===== config.mk =====
export PLATFORM = sky130hd
export DESIGN_NAME = ps2_host_tx
export DESIGN_NICKNAME = d
export VERILOG_FILES = /design/src/rtl/ps2_host_tx.sv
export SDC_FILE = /design/constraint.sdc
export NUM_CORES = 1
export LEC_CHECK = 0
export ABC_CLOCK_PERIOD_IN_PS = 4070
export CORE_MARGIN = 5
export CORE_UTILIZATION = 50
export CTS_CLUSTER_DIAMETER = 80
export DETAILED_ROUTE_END_ITERATION = 8
export GPL_ROUTABILITY_DRIVEN = 1
export PLACE_DENSITY = 0.68
export REMOVE_ABC_BUFFERS = 1
export SLEW_MARGIN = 20
export SYNTH_ARGS = -nofsm -noshare
export SYNTH_HDL_FRONTEND = slang
export SYNTH_SLANG_ARGS = --single-unit

===== constraint.sdc =====
create_clock -name clk -period 4.07 [get_ports clk]
set_input_delay 0.6105 -clock clk [delete_from_list [all_inputs] [get_ports clk]]
set_output_delay 0.6105 -clock clk [all_outputs]
set_load 0.005 [all_outputs]

===== src/rtl/ps2_host_tx.sv =====
// rtl/ps2_host_tx.sv - PS/2 host-to-device command byte transmitter with ACK check
//
// Ports:
//   clk, reset            system clock, asynchronous active-high reset
//   tx_data, tx_valid     command byte and send request
//   tx_ready              high in IDLE; byte accepted on tx_valid && tx_ready
//   busy                  high from acceptance until back in IDLE
//   done, error           one-cycle end-of-transfer pulse; error = NACK or timeout
//   ps2_clk_in/data_in    raw open-drain line levels
//   ps2_clk_oe/data_oe    1 pulls the corresponding line low

`timescale 1ns/1ps

// Two-flop synchronizer followed by a run-length glitch filter: the output
// only follows the input after FILTER_LEN consecutive differing samples.
module ps2_line_filter #(
    parameter int FILTER_LEN = 8
) (
    input  logic clk,
    input  logic reset,
    input  logic raw,
    output logic level
);
    localparam int FW = (FILTER_LEN > 1) ? $clog2(FILTER_LEN) : 1;
    localparam logic [FW-1:0] LAST = FW'(FILTER_LEN - 1);

    logic          meta;
    logic          sync;
    logic [FW-1:0] cnt;

    always_ff @(posedge clk or posedge reset) begin
        if (reset) begin
            meta  <= 1'b1;
            sync  <= 1'b1;
            level <= 1'b1;
            cnt   <= '0;
        end else begin
            meta <= raw;
            sync <= meta;
            if (sync == level) begin
                cnt <= '0;
            end else if (cnt == LAST) begin
                level <= sync;
                cnt   <= '0;
            end else begin
                cnt <= cnt + FW'(1);
            end
        end
    end
endmodule

module ps2_host_tx #(
    parameter int CLK_FREQ         = 33333333,
    parameter int INHIBIT_US       = 120,
    parameter int START_TIMEOUT_US = 15000,
    parameter int XFER_TIMEOUT_US  = 2000,
    parameter int FILTER_LEN       = 8
) (
    input  logic       clk,
    input  logic       reset,
    input  logic [7:0] tx_data,
    input  logic       tx_valid,
    output logic       tx_ready,
    output logic       busy,
    output logic       done,
    output logic       error,
    input  logic       ps2_clk_in,
    input  logic       ps2_data_in,
    output logic       ps2_clk_oe,
    output logic       ps2_data_oe
);
    // Cycle counts are computed in 64 bits: us * Hz overflows 32 bits at
    // realistic clock rates.
    localparam longint INHIBIT_CYC = (longint'(INHIBIT_US) * longint'(CLK_FREQ)) / 64'sd1000000;
    localparam longint START_CYC   = (longint'(START_TIMEOUT_US) * longint'(CLK_FREQ)) / 64'sd1000000;
    localparam longint XFER_CYC    = (longint'(XFER_TIMEOUT_US) * longint'(CLK_FREQ)) / 64'sd1000000;
    localparam longint MAX_A       = (INHIBIT_CYC > START_CYC) ? INHIBIT_CYC : START_CYC;
    localparam longint MAX_CYC     = (MAX_A > XFER_CYC) ? MAX_A : XFER_CYC;
    localparam int     TW          = $clog2(MAX_CYC + 1);

    // Counters load N-1 so that a state lasts exactly N cycles before the
    // zero test fires.
    localparam logic [TW-1:0] INHIBIT_LOAD = TW'(INHIBIT_CYC - 1);
    localparam logic [TW-1:0] START_LOAD   = TW'(START_CYC - 1);
    localparam logic [TW-1:0] XFER_LOAD    = TW'(XFER_CYC - 1);

    typedef enum logic [2:0] {
        S_IDLE,
        S_INHIBIT,
        S_START,
        S_DATA,
        S_PARITY,
        S_STOP,
        S_WAIT_IDLE,
        S_DONE
    } state_t;

    state_t        state;
    logic [7:0]    shreg;
    logic          parity;
    logic [3:0]    bit_cnt;
    logic [TW-1:0] tmr;

    logic clk_f;
    logic data_f;
    logic clk_f_d;
    logic fall;
    logic active;

    ps2_line_filter #(.FILTER_LEN(FILTER_LEN)) u_clk_filt (
        .clk   (clk),
        .reset (reset),
        .raw   (ps2_clk_in),
        .level (clk_f)
    );

    ps2_line_filter #(.FILTER_LEN(FILTER_LEN)) u_data_filt (
        .clk   (clk),
        .reset (reset),
        .raw   (ps2_data_in),
        .level (data_f)
    );

    assign fall   = clk_f_d & ~clk_f;
    // States in which the device owns the clock and the watchdog runs.
    assign active = (state == S_START) || (state == S_DATA) || (state == S_PARITY) ||
                    (state == S_STOP)  || (state == S_WAIT_IDLE);

    always_ff @(posedge clk or posedge reset) begin
        if (reset) begin
            state       <= S_IDLE;
            tx_ready    <= 1'b1;
            busy        <= 1'b0;
            done        <= 1'b0;
            error       <= 1'b0;
            ps2_clk_oe  <= 1'b0;
            ps2_data_oe <= 1'b0;
            shreg       <= '0;
            parity      <= 1'b0;
            bit_cnt     <= '0;
            tmr         <= '0;
            clk_f_d     <= 1'b1;
        end else begin
            clk_f_d <= clk_f;
            done    <= 1'b0;

            if (active && (tmr == '0)) begin
                // Watchdog expiry beats a simultaneous falling edge.
                ps2_clk_oe  <= 1'b0;
                ps2_data_oe <= 1'b0;
                error       <= 1'b1;
                done        <= 1'b1;
                state       <= S_DONE;
            end else begin
                if (active) begin
                    tmr <= tmr - TW'(1);
                end

                case (state)
                    S_IDLE: begin
                        ps2_clk_oe  <= 1'b0;
                        ps2_data_oe <= 1'b0;
                        if (tx_valid) begin
                            shreg      <= tx_data;
                            parity     <= ~^tx_data;
                            error      <= 1'b0;
                            bit_cnt    <= '0;
                            tmr        <= INHIBIT_LOAD;
                            ps2_clk_oe <= 1'b1;
                            tx_ready   <= 1'b0;
                            busy       <= 1'b1;
                            state      <= S_INHIBIT;
                        end
                    end

                    S_INHIBIT: begin
                        if (tmr == '0) begin
                            ps2_clk_oe  <= 1'b0;
                            ps2_data_oe <= 1'b1;
                            tmr         <= START_LOAD;
                            state       <= S_START;
                        end else begin
                            tmr <= tmr - TW'(1);
                            // Pull data low one cycle before the clock is
                            // released so the device sees a valid request.
                            if (tmr == TW'(1)) begin
                                ps2_data_oe <= 1'b1;
                            end
                        end
                    end

                    S_START: begin
                        if (fall) begin
                            ps2_data_oe <= ~shreg[0];
                            shreg       <= {1'b0, shreg[7:1]};
                            bit_cnt     <= 4'd1;
                            tmr         <= XFER_LOAD;
                            state       <= S_DATA;
                        end
                    end

                    S_DATA: begin
                        if (fall) begin
                            if (bit_cnt == 4'd8) begin
                                ps2_data_oe <= ~parity;
                                state       <= S_PARITY;
                            end else begin
                                ps2_data_oe <= ~shreg[0];
                                shreg       <= {1'b0, shreg[7:1]};
                                bit_cnt     <= bit_cnt + 4'd1;
                            end
                        end
                    end

                    S_PARITY: begin
                        if (fall) begin
                            ps2_data_oe <= 1'b0;
                            state       <= S_STOP;
                        end
                    end

                    S_STOP: begin
                        if (fall) begin
                            // Device holds data low for ACK; high means NACK.
                            error <= data_f;
                            state <= S_WAIT_IDLE;
                        end
                    end

                    S_WAIT_IDLE: begin
                        if (clk_f && data_f) begin
                            done  <= 1'b1;
                            state <= S_DONE;
                        end
                    end

                    S_DONE: begin
                        tx_ready <= 1'b1;
                        busy     <= 1'b0;
                        state    <= S_IDLE;
                    end

                    default: begin
                        state <= S_IDLE;
                    end
                endcase
            end
        end
    end
endmodule


# [After elaboration in Yosys (flattened, before gate mapping)]
# Index checks and enable logic that the tools add are counted.
[totals] regBits=54 input_bits=13 output_inout_bits=6 wordCells=131
[op_classes] addsub=4 eq_ne=26 muxes=51 bitwise_logic=7 n_reduce_logical=23
[ops] op="2-to-1 mux 19 bit" count=4
[ops] op="case mux 19 bit (3 select lines)" count=1
[ops] op="2-to-1 mux 3 bit" count=13
[ops] op="2-to-1 mux 8 bit" count=4
[ops] op="case mux 3 bit (8 select lines)" count=1
[ops] op="case mux 8 bit (3 select lines)" count=1
[ops] op="== test 19 x 1 -> 1 bit, second input constant" count=1
[ops] op="logical NOT 19 bit" count=1
[ops] op="subtractor 19 x 1 -> 19 bit, second input constant" count=1
[ops] op="== test 3 bit, second input constant" count=6
[ops] op="2-to-1 mux 1 bit" count=17
[ops] op="2-to-1 mux 4 bit" count=4
[ops] op="!= test 3 x 2 -> 1 bit, second input constant" count=4
[ops] op="case mux 4 bit (3 select lines)" count=1
[ops] op="AND reduction 3 bit" count=3
[ops] op="nonzero test 3 bit" count=3
[ops] op="!= test 2 bit, second input constant" count=4
[ops] op="case mux 1 bit (2 select lines)" count=4
[ops] op="AND reduction 8 bit" count=1
[ops] op="XNOR reduction 8 bit" count=1
[ops] op="adder 3 x 1 -> 3 bit, second input constant" count=2
[ops] op="== test 3 x 2 -> 1 bit, second input constant" count=2
[ops] op="!= test 3 x 1 -> 1 bit, second input constant" count=2
[ops] op="!= test 3 bit, second input constant" count=2
[ops] op="other kinds (16)" count=28

# [Depth between registers and ports, before layout]
[logic_depth] word_depth=8 ltp_mapped=9 ltp_nobuf=8

# [Cells and area by module]
# Synthesis repeated with hierarchy kept, for this count alone.
[hier_totals] cells_unflattened=360 hier_area_um2=3265.6
[by_module_without_submodules] module="ps2_host_tx" n_inst=1 cells_each=332 area_per_inst_um2=2811.4 seq_area_each_um2=1053.5
[by_module_without_submodules] module="ps2_line_filter (u_data_filt)" n_inst=1 cells_each=14 area_per_inst_um2=227.7 seq_area_each_um2=153.9
[by_module_without_submodules] module="ps2_line_filter (u_clk_filt)" n_inst=1 cells_each=14 area_per_inst_um2=226.5 seq_area_each_um2=153.9

# [Least setup slack after synthesis]
# Ideal clock, no wire load.
[synth_path] path_type="register to register" start="reg tmr[11]" end="reg tmr[11]" setup_ps=153 t_arrival_ps=1888 required_time_ps=3917 path_slack_ps=2030 stages_incl_launch_ff=8 path_buffers=2 period_less_slack_ps=2040 path_cell_list="dfrtp_1 > or3_1 > nand4b_4 > or2_1 > buf_6 > buf_6 > a221oi_2 > a41oi_1"
[synth_via] elab_chain_cells=4 word_cells_on_any_way=8 cone_classes="1 x add/sub; 5 x mux; 2 x reduce/logical"
[synth_rtl] item="start, declared" line="102" source="logic [TW-1:0] tmr;"
[synth_rtl] item="start signal, assigned" line="156" source="tmr <= tmr - TW'(1);"
[synth_rtl] item="start signal, assigned" line="183" source="tmr <= tmr - TW'(1);"
[synth_rtl] item="subtractor 19 x 1 -> 19 bit" line="156, 183"
[synth_rtl] item="2-to-1 mux 19 bit" line="155" source="if (active) begin"
[synth_rtl] item="2-to-1 mux 19 bit, on equally long branches" line="193, 163"
[synth_rtl] item="case mux 19 bit (3 select lines)" line="159" source="case (state)"
# Several ways; a longest one is shown, not always the timed one.
# A chain may end at the register's enable or synchronous reset.

# [Final worst setup path]
[layout_path] start="reg state[1]" end="reg shreg[5]"
[layout_via] elab_chain_cells=8 word_cells_on_any_way=19 cone_classes="9 x eq/ne; 1 x mux; 1 x bitwise; 8 x reduce/logical"
[layout_rtl] item="start, declared" line="98" source="state_t state;"
[layout_rtl] item="start signal, assigned" line="131" source="state <= S_IDLE;"
[layout_rtl] item="start signal, assigned" line="153" source="state <= S_DONE;"
[layout_rtl] item="start signal, assigned" line="172" source="state <= S_INHIBIT;"
[layout_rtl] item="== test 3 x 2 -> 1 bit" line="126, 159"
[layout_rtl] item="logical OR 1 bit (3 in series)" line="126" source="assign active = (state == S_START) || (state == S_DATA) || (state == S_PARITY) ||"
[layout_rtl] item="logical OR 1 bit" line="127" source="(state == S_STOP) || (state == S_WAIT_IDLE);"
[layout_rtl] item="logical AND 1 bit" line="147" source="if (active && (tmr == '0)) begin"
[layout_rtl] item="inverter 1 bit (no source line)"
[layout_rtl] item="AND reduction 6 bit (no source line)"
[layout_rtl] item="end signal, assigned" line="164" source="shreg <= tx_data;"
[layout_rtl] item="end signal, assigned" line="195" source="shreg <= {1'b0, shreg[7:1]};"
[layout_rtl] item="end signal, assigned" line="209" source="shreg <= {1'b0, shreg[7:1]};"
[layout_rtl] item="end, declared" line="99" source="logic [7:0] shreg;"
# Several ways; a longest one is shown, not always the timed one.

==> results.yml <==
outcome:
  status: "complete, no violations"
sta:
  fin_crit_ns: 2.90
  clock_skew_ns: 0.00919
  setup_viol: 0
  tightest_slew_ns: 1.12
  setup_tns_ns: 0
  timing.final.crit_share_pct: 71.3
  hold_viol: 0
  finalWorstSetupSlack_ns: 1.17
  slew_headroom_pct: 25.3
  rsz0062_at_grt: "false"
  maxSlewViolCount: 0
  max_clock_freq_mhz: 345
min_path:
  holdPathEnd: "u_data_filt.sync$_DFF_PP1_"
  hold_path_startpoint: "u_data_filt.meta$_DFF_PP1_"
  hold_path.class: "reg -> reg"
  hold_depth: 0
clock_tree:
  cts.path.max_buffers: 2
  cts.htree.levels: 2
  clock_latency_ns: 0.31
  post_cts_buffers: 0
  cts_tree: "built"
  holdBufCountCts: 0
  clk_pin_slew_worst_paths_ns: 0.11
  cts-buffers-inserted: 5
  cts_root_buffer: "clkbuf_8"
  numClockSinks: 54
  ctsResizeCount: 0
global_routing:
  grt-ovfl-total: 0
  grt_first_pass_wirelength_mm: 15.1
  antenna_found_initial: 0
  grt_start_max_net_pins: 53
  grt_usage_pct: 21.1
  grt_pass1_vias: 3033
placement:
  dp_slack_ns: 1.33
  hpwlAfterDp_mm: 6.15
  finalWeightedCongestion: 0.894
  placed_area_um2: 3790
  port_buffers: 18
routing:
  wl_per_cell_um: 17.6
  wirelength_mm: 8.96
  drt_first_pass_iters: 5
  remaining_drc_errors: 0
  vias: 3187
  drt_iter0_markers: 256
  viasPerCell: 6.26
  drtAntennaViolNets: 0
synth:
  seq_area_frac_synth_pct: 38.3
  synth_flop_cell: "dfrtp_1"
  synth_area_per_cell_um2: 8.74
  synth_edf_count: 0
  synth_cells: 407
  netlist_area_um2: 3560
  async_reset_ff_share_pct: 100
  synth-seq-cells: 54
  yosysWarnings: 0
  ys_types: 73
setup_path:
  cp.required_ns: 4.30
  reg2reg_to: "shreg[5]$_DFFE_PP0P_"
  r2r_cells: 7
  r2r_start: "state[1]$_DFFE_PP0P_"
  worstSetupStartpoint: "state[1]$_DFFE_PP0P_"
  start_kind: "flop"
  arrival_ns: 3.13
  critPathMaxFanout: 35
  end_kind: "flop"
  critPathKind: "reg -> reg"
  r2r_setup_slack_ns: 1.17
finish:
  stdcell_area_um2: 3890
  drive_gt1_share_pct: 11.6
  syn2layout_area_growth_pct: 9.25
  n_antenna_cell: 0
  final_cell_mix: "nand2_1, dfrtp_1, nor2_1, o21ai_0, a21oi_1"
  finalNetCount: 434
  fillers: 645
  utilization_pct: 56.6
floorplan:
  core_um2: 6870
  rows: 30
  fp.dieW_um: 94.4
  die_h_um: 94.4
  initial_core_util_pct: 51.8
  dieArea_um2: 8900
  ios: 19
power_and_ir_drop:
  max-vdd-ir-drop_v: 0.000250
  p_leak_uw: 0.00154
  p_per_area_nw_per_um2: 417
run:
  max_cap_violations: 0
[per-stage QoR]
stage | power [µW] | instances | hold WS, ns
global placement | 1290 | 501 | 0.345
global route | 1730 | 509 | 0.366
finish | 1620 | 509 | 0.359
floorplan | 1170 | 379 | 0.345
detailed placement | 1310 | 501 | 0.348
CTS | 1630 | 509 | 0.361
[how the worst max path moves through the flow]
stage,endpoint,slack [ns]
after floorplan,bit_cnt[2]$_DFFE_PP0P_,0.88
after global placement,bit_cnt[1]$_DFFE_PP0P_,1.30
after detailed placement,shreg[6]$_DFFE_PP0P_,1.33
after CTS,shreg[5]$_DFFE_PP0P_,1.28
after global routing,shreg[6]$_DFFE_PP0P_,0.97
final,shreg[5]$_DFFE_PP0P_,1.17
[metal layers]
layer / vias to the layer above / global-route usage (%) / wire length (µm)
met5: - / 0 / 0
met4: 0 / 5.90 / 205
met3: 23 / 3.35 / 509
met2: 135 / 33.7 / 4130
met1: 1520 / 29.7 / 4110
li1: 1509 / - / -
[cells in the mapped netlist (2+ instances only)]
| cell | instances | area [µm²] |
|---|---|---|
| a21o_1 | 4 | 30.0 |
| a211oi_1 | 2 | 15.0 |
| ha_1 | 9 | 113 |
| nor3_2 | 3 | 30.0 |
| nand2b_1 | 4 | 25.0 |
| nor4_4 | 2 | 42.5 |
| o21ai_0 | 28 | 140 |
| clkbuf_1 | 15 | 56.3 |
| dfstp_2 | 8 | 210 |
| a221oi_2 | 3 | 45.0 |
| o21a_1 | 4 | 30.0 |
| a41o_1 | 2 | 20.0 |
| a221oi_1 | 2 | 17.5 |
| xnor2_1 | 12 | 105 |
| nor3_1 | 15 | 75.1 |
| buf_2 | 7 | 35.0 |
| o22ai_1 | 6 | 37.5 |
| buf_1 | 3 | 11.3 |
| nor3b_1 | 4 | 30.0 |
| o211ai_1 | 3 | 22.5 |
| nand2_1 | 46 | 173 |
| xor2_1 | 7 | 61.3 |
| o21ai_1 | 10 | 50.1 |
| mux2_2 | 4 | 45.0 |
| a22oi_1 | 2 | 15.0 |
| or4_1 | 4 | 30.0 |
| nand3_1 | 13 | 65.1 |
| dfrtp_1 | 46 | 1150 |
| buf_6 | 2 | 22.5 |
| a2111oi_0 | 3 | 26.3 |
| a311oi_1 | 4 | 35.0 |
| o221ai_1 | 4 | 35.0 |
| nor2_1 | 29 | 109 |
| nor2b_1 | 4 | 25.0 |
| a21oi_1 | 24 | 120 |
| o22a_1 | 3 | 26.3 |
| inv_1 | 12 | 45.0 |
| o31ai_1 | 3 | 22.5 |
| nand4_1 | 3 | 18.8 |
| a31oi_1 | 15 | 93.8 |
[cell type report]
| class | instances | area, µm² | share of cell area [%] |
|---|---|---|---|
| well taps | 96 | 120 | 3.09 |
| multi-input cells | 311 | 2020 | 51.9 |
| inverters | 14 | 53.8 | 1.38 |
| clock inverters | 3 | 26.3 | 0.676 |
| flip-flops and latches | 54 | 1360 | 35.0 |
| repair buffers | 26 | 240 | 6.18 |
| clock buffers | 5 | 68.8 | 1.77 |
[report_power, final]
group          internal [µW]  switching, µW  total [µW]  leakage (µW)
combinational            233            236         469      0.000842
clock                    125            191         316     0.0000483
sequential               671            164         835      0.000645
total                   1030            591        1620       0.00154
[critical path, cell delays in order (launching register included)]
cell and delay [ns]:
dfrtp_1 1.10, nand3_1 0.38, o21ai_0 0.29, nor3_2 0.09
nor3_2 0.42, buf_4 0.30, nor2_1 0.06, a31oi_1 0.15
[cells by family (layout without fill, tap and decap cells)]
group           Yosys count  in the layout  synth area share [%]
fa+ha+maj                 9              9                  3.16
simple gates            142            142                  21.5
compound gates          135            135                  25.4
mux                       6              6                  1.86
flops                    54             54                  38.3
xor+xnor                 19             19                  4.68
buf+inv                  42             48                  5.20
[registers in the layout, indices dropped and copies added, names as in the netlist, 3 cells and up]
signal and flops:
u_data_filt.cnt 3, bit_cnt 4, u_clk_filt.cnt 3, tmr 19, shreg 8, state 3
(Power assumes the default switching activity.)
